==> config.mk <==
export PLATFORM = sky130hd
export DESIGN_NAME = wb_stage_flat
export DESIGN_NICKNAME = d
export VERILOG_FILES = /design/src/rtl/wb_stage_if.sv /design/src/rtl/wb_stage.sv /design/src/flat_wrapper.sv
export SDC_FILE = /design/constraint.sdc
export NUM_CORES = 1
export LEC_CHECK = 0
export ABC_AREA = 1
export CAP_MARGIN = 20
export CORE_MARGIN = 2
export CORE_UTILIZATION = 50
export CTS_CLUSTER_DIAMETER = 120
export DETAILED_ROUTE_END_ITERATION = 10
export HOLD_SLACK_MARGIN = 0.05
export PLACE_DENSITY = 0.83
export SYNTH_ARGS = -nofsm -noshare
export SYNTH_HDL_FRONTEND = slang
export SYNTH_SLANG_ARGS = --single-unit
==> constraint.sdc <==
create_clock -name clk -period 3.8 [get_ports clk]
set_input_delay 1.14 -clock clk [delete_from_list [all_inputs] [get_ports clk]]
set_output_delay 1.14 -clock clk [all_outputs]
set_load 0.03 [all_outputs]
==> src/rtl/wb_stage_if.sv <==
// Bundle of MEM-side capture inputs and register-file write outputs of the
// write-back stage; the stage itself connects through the slave modport.
interface wb_stage_if;
  logic        en;
  logic        clr;
  logic        RegWrite_M;
  logic [4:0]  WA_M;
  logic [1:0]  WBSel_M;
  logic [2:0]  LoadType_M;
  logic [31:0] ALUResult_M;
  logic [31:0] MemData_M;
  logic [31:0] PC_M;

  logic [4:0]  WA;
  logic [31:0] WD;
  logic        RegWrite;
  logic [31:0] PC;
  logic        AdEL;

  modport master (
    output en, clr, RegWrite_M, WA_M, WBSel_M, LoadType_M,
           ALUResult_M, MemData_M, PC_M,
    input  WA, WD, RegWrite, PC, AdEL
  );

  modport slave (
    input  en, clr, RegWrite_M, WA_M, WBSel_M, LoadType_M,
           ALUResult_M, MemData_M, PC_M,
    output WA, WD, RegWrite, PC, AdEL
  );
endinterface

==> src/rtl/wb_stage.sv <==
// MEM/WB pipeline register plus write-back mux: load extraction, PC+8 link
// value and misaligned-load detection, all from registered fields only.
module wb_stage #(
  parameter logic [31:0] RESET_PC = 32'h00003000
) (
  input  logic       clk,
  input  logic       reset,
  wb_stage_if.slave  wb
);

  localparam logic [2:0] LT_LB  = 3'b001;
  localparam logic [2:0] LT_LBU = 3'b010;
  localparam logic [2:0] LT_LH  = 3'b011;
  localparam logic [2:0] LT_LHU = 3'b100;

  localparam logic [1:0] SEL_LOAD = 2'b01;
  localparam logic [1:0] SEL_LINK = 2'b10;

  logic        regwrite_q, regwrite_d;
  logic [4:0]  wa_q,       wa_d;
  logic [1:0]  wbsel_q,    wbsel_d;
  logic [2:0]  loadtype_q, loadtype_d;
  logic [31:0] alures_q,   alures_d;
  logic [31:0] memdata_q,  memdata_d;
  logic [31:0] pc_q,       pc_d;

  // A bubble captures the same NOP image that reset produces.
  always_comb begin
    regwrite_d = 1'b0;
    wa_d       = '0;
    wbsel_d    = '0;
    loadtype_d = '0;
    alures_d   = '0;
    memdata_d  = '0;
    pc_d       = RESET_PC;
    if (!wb.clr) begin
      regwrite_d = wb.RegWrite_M;
      wa_d       = wb.WA_M;
      wbsel_d    = wb.WBSel_M;
      loadtype_d = wb.LoadType_M;
      alures_d   = wb.ALUResult_M;
      memdata_d  = wb.MemData_M;
      pc_d       = wb.PC_M;
    end
  end

  always_ff @(posedge clk) begin
    if (reset) begin
      regwrite_q <= 1'b0;
      wa_q       <= '0;
      wbsel_q    <= '0;
      loadtype_q <= '0;
      alures_q   <= '0;
      memdata_q  <= '0;
      pc_q       <= RESET_PC;
    end else if (wb.en) begin
      regwrite_q <= regwrite_d;
      wa_q       <= wa_d;
      wbsel_q    <= wbsel_d;
      loadtype_q <= loadtype_d;
      alures_q   <= alures_d;
      memdata_q  <= memdata_d;
      pc_q       <= pc_d;
    end
  end

  logic [1:0]  byte_off;
  logic [7:0]  byte_sel;
  logic [15:0] half_sel;
  logic [31:0] load_data;
  logic        is_half;
  logic        is_word;
  logic        adel;
  logic [31:0] wd;

  assign byte_off = alures_q[1:0];
  assign half_sel = alures_q[1] ? memdata_q[31:16] : memdata_q[15:0];
  assign is_half  = (loadtype_q == LT_LH) || (loadtype_q == LT_LHU);
  // Undefined load types fall back to word behaviour, including alignment.
  assign is_word  = !is_half && (loadtype_q != LT_LB) && (loadtype_q != LT_LBU);

  always_comb begin
    byte_sel = memdata_q[7:0];
    case (byte_off)
      2'd1:    byte_sel = memdata_q[15:8];
      2'd2:    byte_sel = memdata_q[23:16];
      2'd3:    byte_sel = memdata_q[31:24];
      default: byte_sel = memdata_q[7:0];
    endcase
  end

  always_comb begin
    load_data = memdata_q;
    case (loadtype_q)
      LT_LB:   load_data = {{24{byte_sel[7]}}, byte_sel};
      LT_LBU:  load_data = {24'h000000, byte_sel};
      LT_LH:   load_data = {{16{half_sel[15]}}, half_sel};
      LT_LHU:  load_data = {16'h0000, half_sel};
      default: load_data = memdata_q;
    endcase
  end

  assign adel = (wbsel_q == SEL_LOAD) &&
                ((is_word && (byte_off != 2'b00)) || (is_half && byte_off[0]));

  always_comb begin
    wd = alures_q;
    case (wbsel_q)
      SEL_LOAD: wd = load_data;
      SEL_LINK: wd = pc_q + 32'd8;
      default:  wd = alures_q;
    endcase
  end

  assign wb.WA       = wa_q;
  assign wb.WD       = wd;
  assign wb.PC       = pc_q;
  assign wb.AdEL     = adel;
  assign wb.RegWrite = regwrite_q && (wa_q != 5'd0) && !adel;

endmodule
==> src/flat_wrapper.sv <==
// flat-port wrapper written by rule: the top's interface ports become plain ports
module wb_stage_flat 
#(
  parameter logic [31:0] RESET_PC = 32'h00003000
)
  (clk, reset, wb_en, wb_clr, wb_RegWrite_M, wb_WA_M, wb_WBSel_M, wb_LoadType_M, wb_ALUResult_M, wb_MemData_M, wb_PC_M, wb_WA, wb_WD, wb_RegWrite, wb_PC, wb_AdEL);
  wb_stage_if wb_i ();
  input  logic clk;
  input  logic reset;
  input wire logic [$bits(wb_i.en)-1:0] wb_en;
  input wire logic [$bits(wb_i.clr)-1:0] wb_clr;
  input wire logic [$bits(wb_i.RegWrite_M)-1:0] wb_RegWrite_M;
  input wire logic [$bits(wb_i.WA_M)-1:0] wb_WA_M;
  input wire logic [$bits(wb_i.WBSel_M)-1:0] wb_WBSel_M;
  input wire logic [$bits(wb_i.LoadType_M)-1:0] wb_LoadType_M;
  input wire logic [$bits(wb_i.ALUResult_M)-1:0] wb_ALUResult_M;
  input wire logic [$bits(wb_i.MemData_M)-1:0] wb_MemData_M;
  input wire logic [$bits(wb_i.PC_M)-1:0] wb_PC_M;
  output wire logic [$bits(wb_i.WA)-1:0] wb_WA;
  output wire logic [$bits(wb_i.WD)-1:0] wb_WD;
  output wire logic [$bits(wb_i.RegWrite)-1:0] wb_RegWrite;
  output wire logic [$bits(wb_i.PC)-1:0] wb_PC;
  output wire logic [$bits(wb_i.AdEL)-1:0] wb_AdEL;
  assign wb_i.en = wb_en;
  assign wb_i.clr = wb_clr;
  assign wb_i.RegWrite_M = wb_RegWrite_M;
  assign wb_i.WA_M = wb_WA_M;
  assign wb_i.WBSel_M = wb_WBSel_M;
  assign wb_i.LoadType_M = wb_LoadType_M;
  assign wb_i.ALUResult_M = wb_ALUResult_M;
  assign wb_i.MemData_M = wb_MemData_M;
  assign wb_i.PC_M = wb_PC_M;
  assign wb_WA = wb_i.WA;
  assign wb_WD = wb_i.WD;
  assign wb_RegWrite = wb_i.RegWrite;
  assign wb_PC = wb_i.PC;
  assign wb_AdEL = wb_i.AdEL;
  wb_stage #(.RESET_PC(RESET_PC)) u_core (.clk(clk), .reset(reset), .wb(wb_i));
endmodule
## After elaboration in Yosys (flattened, before gate mapping)

Cells that the tools add are included.

- Bits in registers: 107
- Input bits: 111
- Word-level logic and storage cells: 43

- Add/sub/neg operators: 1
- Equal/unequal tests: 11
- Mux-type cells: 11
- Reductions and logical operators: 13

Operators with widths:

| operator | count |
|---|---|
| $pmux W32 S4 | 1 |
| $mux W32 | 3 |
| $pmux W32 S2 | 1 |
| $add A32 B4 Y32 const B | 1 |
| $pmux W8 S3 | 1 |
| $mux W16 | 1 |
| $logic_and A1 B1 Y1 | 7 |
| $eq A2 B2 Y1 const B | 3 |
| $eq A3 B2 Y1 const B | 2 |
| $mux W5 | 1 |
| $reduce_bool A5 Y1 | 1 |
| $eq A2 B1 Y1 const B | 2 |
| $eq A3 B1 Y1 const B | 1 |
| $eq A3 B3 Y1 const B | 1 |
| $mux W3 | 1 |
| $ne A3 B1 Y1 const B | 1 |
| $ne A3 B2 Y1 const B | 1 |
| $logic_not A1 Y1 | 2 |
| $logic_or A1 B1 Y1 | 2 |
| $mux W2 | 1 |
| $reduce_bool A2 Y1 | 1 |
| $mux W1 | 1 |

## Depth between registers and ports, before layout

- Depth after elaboration: 10
- Mapped depth: 11

## Worst setup path before layout

Ideal clock, no wire load.

- Kind: register -> output
- From: reg u_core.loadtype_q[1]
- To: out wb_RegWrite
- Arrival time: 1.980 ns
- Required time: 2.660 ns
- Setup slack: 0.680 ns
- Cell stages (with the launch flop): 9
- Cell sequence: dfxtp_1 > inv_1 > nand3_1 > nand2_2 > nor2_4 > buf_6 > a21oi_1 > nor3_1 > nor3_1

- Longest elaborated chain between the ends: 10
- Elaborated cells on any way between the ends: 14
- Classes of those cells: eq/ne: 4; reduce/logical: 10

RTL lines:

| what | line | text |
|---|---|---|
| start, declared | wb_stage.sv:22 | `logic [2:0] loadtype_q, loadtype_d;` |
| start signal, assigned | wb_stage.sv:60 | `loadtype_q <= loadtype_d;` |
| $eq A3 B2 Y1 or $eq A3 B3 Y1 (tied branches) | wb_stage.sv:78 | `assign is_half = (loadtype_q == LT_LH) \|\| (loadtype_q == LT_LHU);` |
| $logic_or A1 B1 Y1 | wb_stage.sv:78 |  |
| $logic_not A1 Y1 | wb_stage.sv:80 | `assign is_word = !is_half && (loadtype_q != LT_LB) && (loadtype_q != LT_LBU);` |
| $logic_and A1 B1 Y1 (2 in a row) | wb_stage.sv:80 |  |
| $logic_and A1 B1 Y1 | wb_stage.sv:104 | `((is_word && (byte_off != 2'b00)) \|\| (is_half && byte_off[0]));` |
| $logic_or A1 B1 Y1 * | wb_stage.sv:104 |  |
| $logic_and A1 B1 Y1 * | wb_stage.sv:103 | `assign adel = (wbsel_q == SEL_LOAD) &&` |
| net wb_AdEL | flat_wrapper.sv:23 | `output wire logic [$bits(wb_i.AdEL)-1:0] wb_AdEL;` |
| $logic_not A1 Y1 * | wb_stage.sv:119 | `assign wb.RegWrite = regwrite_q && (wa_q != 5'd0) && !adel;` |
| $logic_and A1 B1 Y1 * | wb_stage.sv:119 |  |
| end, declared | flat_wrapper.sv:21 | `output wire logic [$bits(wb_i.RegWrite)-1:0] wb_RegWrite;` |

Mark *: on every way through the listed nets, which the timed path passes. The rest lies on a longest branch.

## Worst setup path after layout

- From: reg u_core.pc_q[3] (netlist: u_core.wb.PC[3])
- To: out wb_WD[16]

- Longest elaborated chain between the ends: 2

RTL lines:

| what | line | text |
|---|---|---|
| start, declared | wb_stage.sv:25 | `logic [31:0] pc_q, pc_d;` |
| start signal, assigned | wb_stage.sv:63 | `pc_q <= pc_d;` |
| $add A32 B4 Y32 | wb_stage.sv:110 | `SEL_LINK: wd = pc_q + 32'd8;` |
| $pmux W32 S2 | wb_stage.sv:108 | `case (wbsel_q)` |
| end, declared | flat_wrapper.sv:20 | `output wire logic [$bits(wb_i.WD)-1:0] wb_WD;` |

Every way passes these cells.

==> results_dict.tcl <==
set metrics [dict create \
    final_common_cell "nand2_1" \
    core-area_sq_mm 0.0125 \
    setup.worst_path.class "register to output port" \
    route.detailed.drc 0 \
    viasPerCell 5.51 \
    irDropWorstVdd_uv 318 \
    vias 7515 \
    arrival_ns 2.51 \
    period_minus_slack_ns 3.65 \
    hold_path_class "register to register" \
    dp_hpwl_mm 15.6 \
    drive_gt1_share_pct 6.29 \
    setup_viol 0 \
    cts.reportedPaths.clkPinSlew_ns 0.07 \
    finalCritPeriodShare_pct 95.9 \
    drt_pre_antenna_iters 6 \
    cap_viol_max_count 0 \
    yosysWarnings 0 \
    crit_fanout 5 \
    power_density_mw_per_mm2 321 \
    met1_usage_pct 40.8 \
    postCtsHoldBufs 0 \
    maxSlewHeadroom_pct 28.2 \
    grt_pass1_wl_mm 33.3 \
    ys_seq_elements 107 \
    diodes 0 \
    rsz0062_at_grt "false" \
    grt_pass1_vias 6570 \
    max_freq_ghz 0.274 \
    syn_area_per_cell_sq_um 6.04 \
    use_met2_pct 51.7 \
    finalHoldViolCount 0 \
    clock-root-buffer "clkbuf_16" \
    die_area_sq_mm 0.0136 \
    synth_seq_area_share_pct 33.8 \
    grt.met3_usage_pct 5.86 \
    cts_tree "built" \
    clk_latency_ns 0.36 \
    grt_use_total_pct 31.3 \
    cts_max_level 3 \
    fin_nets 1301 \
    startpoint_type "register" \
    wire_per_inst_um 15.7 \
    synth_area_sq_mm 0.00633 \
    grt_overflow_total 0 \
    antenna_found_initial 0 \
    die_h_um 117 \
    cp_data_required_time_ns 2.66 \
    cts_made_buffers 9 \
    ant_nets 0 \
    routed_wl_mm 21.4 \
    placed_cells 1348 \
    p_leak_nw 3.53 \
    synthesis.nets 1162 \
    top_usage_layer "met2" \
    synth_cell_types 33 \
    num_rows 41 \
    start_util_pct 50.6 \
    outcome "complete, no violations" \
    layout_common_cells "nand2_1 (307), nand3_1 (174), clkdlybuf4s50_1 (149), a21oi_1 (144), dfxtp_1 (107)" \
    cts_max_path_buffers 2 \
    synth_cells 1048 \
    portBuffers 181 \
    drt_iter0_markers 704 \
    stdcell_count 1364 \
    setup_tns_ns 0 \
    finalClockSkew_ns 0 \
    die_x_um 117 \
    finalPower_mw 2.76 \
    drv_slew 0 \
    grt_max_degree 107 \
    endpoint_kind "output port" \
    place_congestion 1.02 \
    cts_sinks 107 \
    worstMarginPinSlew_ns 1.08 \
    syn2layout_area_growth_pct 35.5 \
    ios 182 \
]
-- timing repair --
item                                    in CTS  in global routing
endpoints found under the setup margin       1                 18
setup buffers                                0                  0
hold endpoints to repair                     0                  0
resized for setup                            1                 23
cloned                                       0                  0
-- path summary, 6_finish.rpt --
kind	startpoint	end	slack, ns	depth (start not counted)
setup / recovery	u_core.wb.PC[3]	wb_WD[16]	0.15	10
hold reg to reg	u_core.alures_q[21]	u_core.alures_q[21]	0.47	2
hold / removal	u_core.alures_q[21]	u_core.alures_q[21]	0.47	2
setup reg to reg	u_core.alures_q[1]	u_core.alures_q[1]	2.76	3
-- stage by stage --
step	utilization [%]	instance area (sq um)	worst slack, ns	hold WS, ns
6_report	68.6	8580	0.154	0.468
5_1_grt	68.6	8580	0.0000979	0.490
4_1_cts	68.1	8520	0.00373	0.469
3_5_place_dp	65.6	8220	0.347	0.457
3_3_place_gp	65.6	8220	0.375	0.454
2_1_floorplan	-	6330	0.680	0.444
-- worst max-delay path, cell delays in order (launching register included) --
cell and delay, ns:
dfxtp_1 0.34, buf_4 0.15, nand3_2 0.13, inv_1 0.16, nand2_1 0.15, o21ai_0 0.20, nand3_1 0.13, nand2_1 0.09
nand2_1 0.05, nand2_1 0.08, clkdlybuf4s50_1 0.68
-- registers in the layout (all words and copies together), names as in the netlist --
signal,cells
u_core.memdata_q,32
u_core.wbsel_q,2
u_core.wb.WA,5
u_core.loadtype_q,3
u_core.alures_q,32
u_core.wb.PC,32
u_core.regwrite_q,1
-- cell type report --
cell class,instances,area (sq um)
Tap cell,172,215
Fill cell,1177,3940
Clock buffer,11,243
Inverter,87,327
Timing Repair Buffer,197,2020
Clock inverter,5,60.1
Sequential cell,107,2140
Multi-Input combinational cell,785,3580
-- cells by family (layout without fill, tap and decap cells) --
kind of cell / count (synthesis) / in the layout / synth area share [%]
AND/OR/NAND/NOR: 589 / 589 / 39.7
flip-flops: 107 / 107 / 33.8
adder cells (fa/ha/maj): 3 / 3 / 0.593
buffers and inverters: 156 / 300 / 9.94
AO/OA/AOI/OAI: 192 / 192 / 15.8
XOR/XNOR: 1 / 1 / 0.138
-- where the power goes --
group          switching [mW]  internal, mW
logic                   0.332         0.253
registers              0.0446          1.16
clock network           0.431         0.533
-- per-layer routing --
layer | share of wire [%] | routed length (um) | vias to the layer above
li1 | - | - | 3687
met1 | 43 | 9210 | 3458
met2 | 48 | 10200 | 315
met3 | 6.4 | 1380 | 55
met4 | 2.9 | 631 | 0
met5 | 0 | 0 | -
-- Yosys cell counts --
cell      count  area (sq um)
buf_6         3          33.8
a21o_1        1          7.51
xor2_1        1          8.76
a31oi_1       1          6.26
buf_2         8          40.0
or2_2         6          37.5
a22oi_2       1          12.5
ha_1          3          37.5
clkbuf_1     57           214
nor2_1       83           312
inv_2         3          11.3
nand4_1       5          31.3
nor3_1        4          20.0
nand2_1     307          1150
nand3_4       1          17.5
nor2_2        2          12.5
nand2_2       3          18.8
a21oi_2       2          17.5
inv_1        83           312
nand2_4       1          11.3
nand3_2       2          20.0
o22ai_1       2          12.5
o21ai_2       1          8.76
a21oi_1     144           721
o21ai_0      27           135
nand3_1     174           871
dfxtp_1     107          2140
buf_8         1          15.0
o21ai_1       7          35.0
a22oi_1       2          15.0
nor2_4        1          11.3
o211ai_1      4          30.0
clkinv_1      1          3.75
Note: power is estimated with default switching activity, not from simulation.
